## src/rtl/sprite_line_fetch.sv

```systemverilog
// sprite_line_fetch
//
// Fetches one row of a sprite from an external sprite ROM during horizontal
// blanking into a ping-pong pair of line buffers. While the back buffer fills,
// the front buffer (filled on the previous line) answers per-pixel hit queries
// for the display scan.
//
// Ports
//   Clk         single clock, all state on rising edge
//   Reset_n     asynchronous active-low reset
//   line_start  one-cycle pulse at start of horizontal blanking
//   fetch_y     screen row displayed after the next line_start
//   spr_x/y     sprite top-left corner in screen coordinates
//   spr_en      sprite visible
//   DrawX       current scan X
//   rom_addr    registered sprite ROM read address
//   rom_idx     palette index from ROM (1-cycle latency), 0 = transparent
//   busy        fetch in progress (FETCH or DRAIN)
//   pix_hit     opaque sprite pixel at previous cycle's DrawX
//   pix_idx     palette index for pix_hit, 0 otherwise
//
// state | meaning
// IDLE  | no fetch in progress
// FETCH | issuing ROM addresses for columns 0..SPR_W-1
// DRAIN | capturing the last column, then marking the back buffer valid

module sprite_line_fetch #(
   parameter int SPR_W = 21,
   parameter int SPR_H = 21,
   parameter int AW    = 9
) (
   input  logic          Clk,
   input  logic          Reset_n,
   input  logic          line_start,
   input  logic [9:0]    fetch_y,
   input  logic [9:0]    spr_x,
   input  logic [9:0]    spr_y,
   input  logic          spr_en,
   input  logic [9:0]    DrawX,
   output logic [AW-1:0] rom_addr,
   input  logic [1:0]    rom_idx,
   output logic          busy,
   output logic          pix_hit,
   output logic [1:0]    pix_idx
);

   localparam int            CW       = (SPR_W > 1) ? $clog2(SPR_W) : 1;
   localparam logic [CW-1:0] COL_LAST = CW'(SPR_W - 1);
   localparam logic [9:0]    W10      = 10'(SPR_W);
   localparam logic [9:0]    H10      = 10'(SPR_H);

   typedef enum logic [1:0] {
      IDLE  = 2'd0,
      FETCH = 2'd1,
      DRAIN = 2'd2
   } state_t;

   state_t          state_q, state_d;

   // sel_q names the physical buffer acting as front; the other one is back.
   logic            sel_q;
   logic            back_sel;
   logic [1:0]      valid_q;
   logic [9:0]      x_q [2];
   logic [1:0]      mem [2][SPR_W];
   logic [CW-1:0]   col_q;

   logic [9:0]      row;
   logic            fetch_ok;
   logic [AW-1:0]   row_base;

   logic            wr_en;
   logic [CW-1:0]   wr_col;

   logic [9:0]      dx;
   logic [1:0]      front_pix;
   logic            hit_d;

   assign back_sel = ~sel_q;
   assign row      = fetch_y - spr_y;
   assign fetch_ok = spr_en && (row < H10);
   // row < SPR_H <= 2^AW whenever this is used, so narrowing row is safe.
   assign row_base = AW'(row) * AW'(SPR_W);
   assign busy     = (state_q == FETCH) || (state_q == DRAIN);

   always_ff @(posedge Clk or negedge Reset_n) begin
      if (!Reset_n) state_q <= IDLE;
      else          state_q <= state_d;
   end

   always_comb begin
      state_d = state_q;
      wr_en   = 1'b0;
      wr_col  = '0;
      case (state_q)
         IDLE: ;
         FETCH: begin
            // Data for column col-1 arrives now; column 0 has no predecessor.
            if (col_q != '0) begin
               wr_en  = 1'b1;
               wr_col = col_q - CW'(1);
            end
            if (col_q == COL_LAST) state_d = DRAIN;
         end
         DRAIN: begin
            wr_en   = 1'b1;
            wr_col  = COL_LAST;
            state_d = IDLE;
         end
         default: state_d = IDLE;
      endcase
      // line_start aborts anything in flight; the partial fill is discarded.
      if (line_start) begin
         wr_en   = 1'b0;
         state_d = fetch_ok ? FETCH : IDLE;
      end
   end

   always_ff @(posedge Clk or negedge Reset_n) begin
      if (!Reset_n) begin
         sel_q    <= 1'b0;
         valid_q  <= '0;
         x_q[0]   <= '0;
         x_q[1]   <= '0;
         col_q    <= '0;
         rom_addr <= '0;
      end else if (line_start) begin
         // Old back becomes front with its flag and X untouched; the old
         // front becomes the new back and is invalid until a fill completes.
         sel_q          <= ~sel_q;
         valid_q[sel_q] <= 1'b0;
         if (fetch_ok) begin
            x_q[sel_q] <= spr_x;
            col_q      <= '0;
            rom_addr   <= row_base;
         end
      end else if (state_q == FETCH && col_q != COL_LAST) begin
         col_q    <= col_q + CW'(1);
         rom_addr <= rom_addr + AW'(1);
      end else if (state_q == DRAIN) begin
         valid_q[back_sel] <= 1'b1;
      end
   end

   // Buffer contents are never reset; valid flags gate every use.
   always_ff @(posedge Clk) begin
      for (int i = 0; i < SPR_W; i++) begin
         if (wr_en && wr_col == CW'(i)) mem[back_sel][i] <= rom_idx;
      end
   end

   assign dx = DrawX - x_q[sel_q];

   always_comb begin
      front_pix = 2'd0;
      for (int i = 0; i < SPR_W; i++) begin
         if (dx == 10'(i)) front_pix = mem[sel_q][i];
      end
   end

   assign hit_d = valid_q[sel_q] && (dx < W10) && (front_pix != 2'd0);

   always_ff @(posedge Clk or negedge Reset_n) begin
      if (!Reset_n) begin
         pix_hit <= 1'b0;
         pix_idx <= 2'd0;
      end else begin
         pix_hit <= hit_d;
         pix_idx <= hit_d ? front_pix : 2'd0;
      end
   end

endmodule

```

## config.mk

```make
export PLATFORM = sky130hd
export DESIGN_NAME = sprite_line_fetch
export DESIGN_NICKNAME = d
export VERILOG_FILES = /design/src/rtl/sprite_line_fetch.sv
export SDC_FILE = /design/constraint.sdc
export NUM_CORES = 1
export LEC_CHECK = 0
export ABC_AREA = 1
export CELL_PAD_IN_SITES_DETAIL_PLACEMENT = 2
export CELL_PAD_IN_SITES_GLOBAL_PLACEMENT = 2
export CORE_MARGIN = 4
export CORE_UTILIZATION = 30
export CTS_CLUSTER_DIAMETER = 150
export DETAILED_ROUTE_END_ITERATION = 10
export GPL_TIMING_DRIVEN = 1
export PLACE_DENSITY = 0.75
export REMOVE_ABC_BUFFERS = 1
export SYNTH_ARGS = -nofsm -noshare
export SYNTH_HDL_FRONTEND = slang
export SYNTH_SLANG_ARGS = --single-unit
```

## constraint.sdc

```tcl
create_clock -name Clk -period 5.53 [get_ports Clk]
set_clock_uncertainty 0.05 [all_clocks]
set_input_delay 0.553 -clock Clk [delete_from_list [all_inputs] [get_ports Clk]]
set_output_delay 0.553 -clock Clk [all_outputs]
set_load 0.01 [all_outputs]
```

## Word level (Yosys, flattened, before mapping)

Memory sizes are Yosys's and may differ from the RTL's.
Index checks and enable logic that the tools add are counted.

- Add/subtract/negate cells: 5
- $mul: 1
- $lt $le $gt $ge: 8
- Equal/unequal tests: 48
- Mux-type cells: 94
- Bitwise logic cells: 5
- Reductions and logical operators: 40

Operator list:

| operator | number |
|---|---|
| equality test 10 x 4 -> 1 bit (second input constant) | 8 |
| 2-to-1 mux 2 bit | 27 |
| equality test 10 x 5 -> 1 bit (second input constant) | 5 |
| 2-to-1 mux 1 bit | 49 |
| equality test 10 x 3 -> 1 bit (second input constant) | 4 |
| equality test 5 x 4 -> 1 bit (second input constant) | 8 |
| 2-to-1 mux 10 bit | 4 |
| equality test 5 bit (second input constant) | 6 |
| logical AND 1 bit | 28 |
| 2-to-1 mux 9 bit | 3 |
| bitwise mux 20 bit | 1 |
| equality test 10 x 2 -> 1 bit (second input constant) | 2 |
| equality test 5 x 3 -> 1 bit (second input constant) | 4 |
| < comparator 10 x 5 -> 1 bit (second input constant) | 2 |
| 2-to-1 mux 5 bit | 4 |
| subtractor 10 bit | 2 |
| demux 10 bit (select 1 bit) | 1 |
| equality test 10 x 1 -> 1 bit (second input constant) | 1 |
| equality test 5 x 2 -> 1 bit (second input constant) | 2 |
| logical NOT 10 bit | 1 |
| one-hot mux 5 bit (2 select lines) | 1 |
| adder 9 x 1 -> 9 bit (second input constant) | 1 |
| multiplier 9 x 5 -> 9 bit (second input constant) | 1 |
| AND reduction 2 bit | 4 |
| other kinds (26) | 32 |

- Flip-flop bits (word level): 42
- Bits in writable memories: 84
- Bits of input ports: 46
- Output and inout bits: 13
- Memories: 1

Memories:

| memory | depth | width | read ports | clocked after memory_dff | write ports | RTL line | RTL |
|---|---|---|---|---|---|---|---|
| mem | 2 | 42 | 1 | 0 | 1 | 65 | `logic [1:0] mem [2][SPR_W];` |

## Longest topological paths before layout

- Depth in word-level cells: 30
- Mapped depth: 37

## Least setup slack after synthesis

OpenSTA, ideal clock, no wires.

- Kind: reg2reg
- From: reg sel_q
- To: reg pix_hit
- Setup time: 0.118 ns
- Data arrival time: 4.167 ns
- Required time: 5.362 ns
- Path slack: 1.195 ns
- Cell stages (with the launch flop): 36
- Clock period less this slack: 4.335 ns
- Path through: dfrtp_1 buf_2 clkbuf_1 clkbuf_1 buf_2 buf_2 buf_1 nand2_1 o21ai_0 ha_1 inv_1 fa_1 nand2_2 nand2_2 nand3b_4 nand3b_1 nand2_2 nand2_4 nor2_4 nand2_4 nor2_4 nand3_1 o21ai_1 nand2_1 nand2_1 nand3_1 nand2_1 nand4_1 nand2_1 nand3_1 nand2_1 nand2_1 nand2_1 nand3_1 nand2_1 nand2_1

- Cells in the longest elaborated chain, start to end: 29
- Elaborated cells on any way between the ends: 54
- Those cells by class: add/sub (1); order compare (1); eq/ne (20); mux (26); bitwise (1); reduce/logical (4); memory (1)

RTL lines:

| item | RTL line | RTL |
|---|---|---|
| start: declaration | 61 | `logic sel_q;` |
| start signal: assignment | 130 | `sel_q <= ~sel_q;` |
| inverter 1 -> 2 bit (not written as such) | 152 | `assign dx = DrawX - x_q[sel_q];` |
| 2-to-1 mux 10 bit (not written as such) (3 in series) | 152 |  |
| subtractor 10 bit | 152 |  |
| logical NOT 10 bit | 157 | `if (dx == 10'(i)) front_pix = mem[sel_q][i];` |
| 2-to-1 mux 2 bit (21 in series) | 157 |  |
| nonzero test 2 bit | 161 | `assign hit_d = valid_q[sel_q] && (dx < W10) && (front_pix != 2'd0);` |
| logical AND 1 bit * | 161 |  |
| via hit_d | 77 | `logic hit_d;` |
| end signal: assignment | 168 | `pix_hit <= hit_d;` |
| end: declaration | 43 | `output logic pix_hit,` |

The timed path passes the listed nets; every way through them passes the cells marked *. The select of a mux whose other input is x is not followed.
A chain may end at the register's enable or synchronous reset.

## Worst setup path in the final report

- From: in spr_y[2]
- To: reg rom_addr[8]

- Cells in the longest elaborated chain, start to end: 5
- Elaborated cells on any way between the ends: 8
- Those cells by class: add/sub (1); mul (1); order compare (1); eq/ne (1); mux (2); reduce/logical (2)

RTL lines:

| item | RTL line | RTL |
|---|---|---|
| start: declaration | 37 | `input logic [9:0] spr_y,` |
| subtractor 10 bit * | 80 | `assign row = fetch_y - spr_y;` |
| branches (longest 4 deep; another with multiplier 9 x 5 -> 9 bit) | -- |  |
| end signal: assignment | 135 | `rom_addr <= row_base;` |
| end signal: assignment | 139 | `rom_addr <= rom_addr + AW'(1);` |
| end: declaration | 40 | `output logic [AW-1:0] rom_addr,` |

Every way passes the cells marked *. The select of a mux whose other input is x is not followed.

==> metrics <==
tightest slew margin relative to the limit=40.1%; number of enable-type register cells in the synthesized netlist=84; total clock buffers created by CTS=17; Main synth FF type=sky130_fd_sc_hd__edfxtp_1; Synth Register Bits=126; pin slew with the least headroom to its limit=892 ps; reg-to-reg critical path startpoint=sel_q; most repeated library cell on the critical path=sky130_fd_sc_hd__ha_1; first-iteration detailed-routing DRC count=219; # Max-Cap Violations=0; Top-Level Pins=59; Post-Route M1 WL=9620 um; number of max-slew violations in the final report=0; top layer used by detailed routing=met4; number of different library cells in the post-synthesis netlist=55; proportion of synthesized flip-flops having asynchronous set or reset=33.3%; final weighted congestion in routability-driven placement=0.772; cell internal pwr=0.00240 W; Detailed Route WL=21,700 um; number of nets still failing antenna checks after routing=0; FF-to-FF setup slack=1280 ps; Clock Latency Late Sink=430 ps; total number of nets in the final design=1,018; initial antenna violation count=0; critical path class=in2reg; final hold slack=166 ps; cell-by-cell listing of the critical path=clkdlybuf4s50_1 > inv_1 > ha_1 > a21oi_1 > nand2_1 > xor2_1 > inv_1 > ha_1 > ha_1 > ha_1 > ha_1 > nand2_1 > nor2_1 > a211oi_1 > inv_1 > a21oi_1 > nor2_1 > nor2_1 > xor2_1 > xnor2_1 > nand2_1 > nand3_1 > nand2_1; maximum buffer depth of the clock tree=2; post-CTS resize count=0; most area-hungry cell type in the Yosys netlist=sky130_fd_sc_hd__edfxtp_1; cells taking the most area after synthesis=sky130_fd_sc_hd__edfxtp_1 33%, sky130_fd_sc_hd__dfrtp_1 14%, sky130_fd_sc_hd__nand2_1 9.5%; number of hold buffers added after CTS=0; Fill cells=2,839; number of detailed-route iterations in the first pass=6; layout cells sized above 1=9.99%; worst min path class=in2async; max incr delay on CP=450 ps; wire length of the first global-routing pass=35,700 um; Vias=6,141; clock-pin slew on the worst setup and hold paths=60 ps; final setup violation count=0; FF+latch area=3570 um^2; depth of the worst register-to-register path=24; Sw Pwr=0.00180 W; clock root buffer master=sky130_fd_sc_hd__clkbuf_16; detailed-route vias per instance=4.83; syn avg cell area=8.74 um^2; total DRC errors in the routed layout=0; Total Die Area=28,000 um^2; cell at the slowest stage of the critical path=sky130_fd_sc_hd__clkdlybuf4s50_1; core area=25,100 um^2; chip height=167 um; global-route congestion overflow total=0; endpoint required time on the critical path=5790 ps; total number of H-tree levels=4; post-synthesis instance total=872; worst voltage drop across the vdd grid=0.218 mV; post-synthesis instance area=7620 um^2; antenna cells=0; Area growth, synth to finish=19.5%; power per unit of standard cell area=462 nW/um^2; Tcrit/Tclk final=79.0%; peak fanout along the critical path=4; Yosys top cell area share=33.1%; max frequency=0.229 GHz; buffers added on ports=58; Total Power=0.00421 W; HPWL after detailed placement=15,900 um; endpoint of the most critical register-to-register path=pix_hit; relative contribution of combinational cells to total power=43.9%; static power due to leakage=3.88 nW; part of the Yosys area used for sequential elements=46.9%; Overall Global Routing Usage=15.9%; horizontal extent of the die=167 um; effective utilization at floorplan=30.4%; Crit path arrival time=4630 ps; switching part of the total power=42.8%; element type at the critical path end=register; sequential group share of total power=29.0%; Final Hold Viols=0; accumulated negative setup slack=0 ps; Yosys Warn Count=0; Final min period=4370 ps; TritonCTS sink count=126; buffers inserted by post-CTS timing repair=0; number of global-route vias before repair=6,794; clock tree from TritonCTS=built; wire length on met3=451 um; metal2 WL=11,400 um; largest net degree at the start of global routing=68; clock network power share=27.1%; multi-input combinational cell area=3460 um^2; Std-Cell Rows=58; setup repair after global routing missed its margin=false; kind of start point of the critical path=input port; detail-routed net length per standard cell=17.1 um; run status=completed
## metal layers
metal,global-route usage (%),vias to the layer above
met5,0,-
met4,3.63,0
met1,19.4,3056
met3,3.05,17
met2,28.9,63
li1,-,3005
## placed cells by master, fill, tap and decap left out, drive strengths merged
master         synthesis  final
nor4                   8      8
a21o                   1      1
o2111ai                2      2
xnor2                  5      5
clkbuf                12     22
nor3                  13     13
nand4                 13     13
dfrtp                 42     42
buf                   15      7
nand3                 51     51
mux2i                  2      2
o32ai                  1      1
clkinvlp               0      2
o21ai                 49     49
nor2                 113    113
and3                   1      1
a211oi                 2      2
o41ai                  2      2
nand3b                 3      3
ha                    39     39
o21bai                 1      1
and2                   1      1
a41oi                  1      1
nand2                204    204
mux2                   9      9
o211ai                12     12
a31oi                  5      5
inv                  116    120
a21oi                 28     28
edfxtp                84     84
or2                   12     12
a2111o                 1      1
o31ai                  2      2
xor2                  17     17
clkinv                 0      4
fa                     5      5
clkdlybuf4s50          0     57
## critical path: cells and delay by family
kind / cells / cell delay (ps)
adders and majority gates: 5 / 1630
buffers and inverters: 4 / 710
and+or+nand+nor: 8 / 620
AOI/OAI and AO/OA: 3 / 600
xor gates and xnor gates: 3 / 530
## power groups by stage
stage          Combinational [W]  Sequential (W)  Clock [W]
2_1_floorplan            0.00123         0.00127          0
3_3_place_gp             0.00180         0.00124          0
3_5_place_dp             0.00186         0.00124          0
4_1_cts                  0.00189         0.00122    0.00116
5_1_grt                  0.00209         0.00124    0.00120
6_report                 0.00185         0.00122    0.00114
## synth_stat cells, types with 11 or more instances
| library cell | count |
|---|---|
| sky130_fd_sc_hd__inv_1 | 112 |
| sky130_fd_sc_hd__edfxtp_1 | 84 |
| sky130_fd_sc_hd__xor2_1 | 16 |
| sky130_fd_sc_hd__or2_2 | 11 |
| sky130_fd_sc_hd__dfrtp_1 | 42 |
| sky130_fd_sc_hd__nand4_1 | 12 |
| sky130_fd_sc_hd__a21oi_1 | 26 |
| sky130_fd_sc_hd__nand2_1 | 193 |
| sky130_fd_sc_hd__ha_1 | 39 |
| sky130_fd_sc_hd__nor2_1 | 106 |
| sky130_fd_sc_hd__o211ai_1 | 12 |
| sky130_fd_sc_hd__nand3_1 | 46 |
| sky130_fd_sc_hd__clkbuf_1 | 12 |
| sky130_fd_sc_hd__o21ai_0 | 45 |
| sky130_fd_sc_hd__nor3_1 | 11 |
## through the flow
stage	instances	cell area, um^2	utilization (%)	setup WS [ps]
final	1271	9100	36.3	1160
after global placement	1239	8510	33.9	935
after CTS	1271	9100	36.3	1140
after global routing	1271	9100	36.3	746
after detailed placement	1239	8510	33.9	744
after floorplan	845	7470	-	655
## registers in the layout, summed over array words and instances (netlist names)
| name | count |
|---|---|
| col_q | 5 |
| mem | 84 |
| state_q | 2 |
| pix_idx | 2 |
| x_q | 20 |
| pix_hit | 1 |
| valid_q | 2 |
| rom_addr | 9 |
| sel_q | 1 |
## worst max-delay path by stage
stage | end | slack, ps | depth (start not counted) | start
after floorplan | pix_hit | 650 | 25 | sel_q
after global placement | rom_addr[8] | 940 | 22 | spr_y[2]
after detailed placement | rom_addr[8] | 740 | 22 | spr_y[0]
after CTS | rom_addr[8] | 1140 | 23 | spr_y[2]
after global routing | rom_addr[8] | 750 | 23 | spr_y[2]
final | rom_addr[8] | 1160 | 23 | spr_y[2]
## cells by family after synthesis
kind of cell / share of synthesized area, %
AOI/OAI and AO/OA: 8.41
xor gates and xnor gates: 2.63
and+or+nand+nor: 25.1
DFF: 46.9
buffers and inverters: 7.72
adders and majority gates: 7.72
muxes: 1.59
## layout make-up
type                            instances  share of cell area (%)
Sequential cell                       126                    39.3
Timing Repair Buffer                   64                    6.82
Inverter                              116                    4.81
Clock buffer                           22                    5.81
Tap cell                              330                    4.54
Clock inverter                         10                   0.756
Multi-Input combinational cell        603                    38.0
No activity file was read; power rests on OpenSTA's default activity.
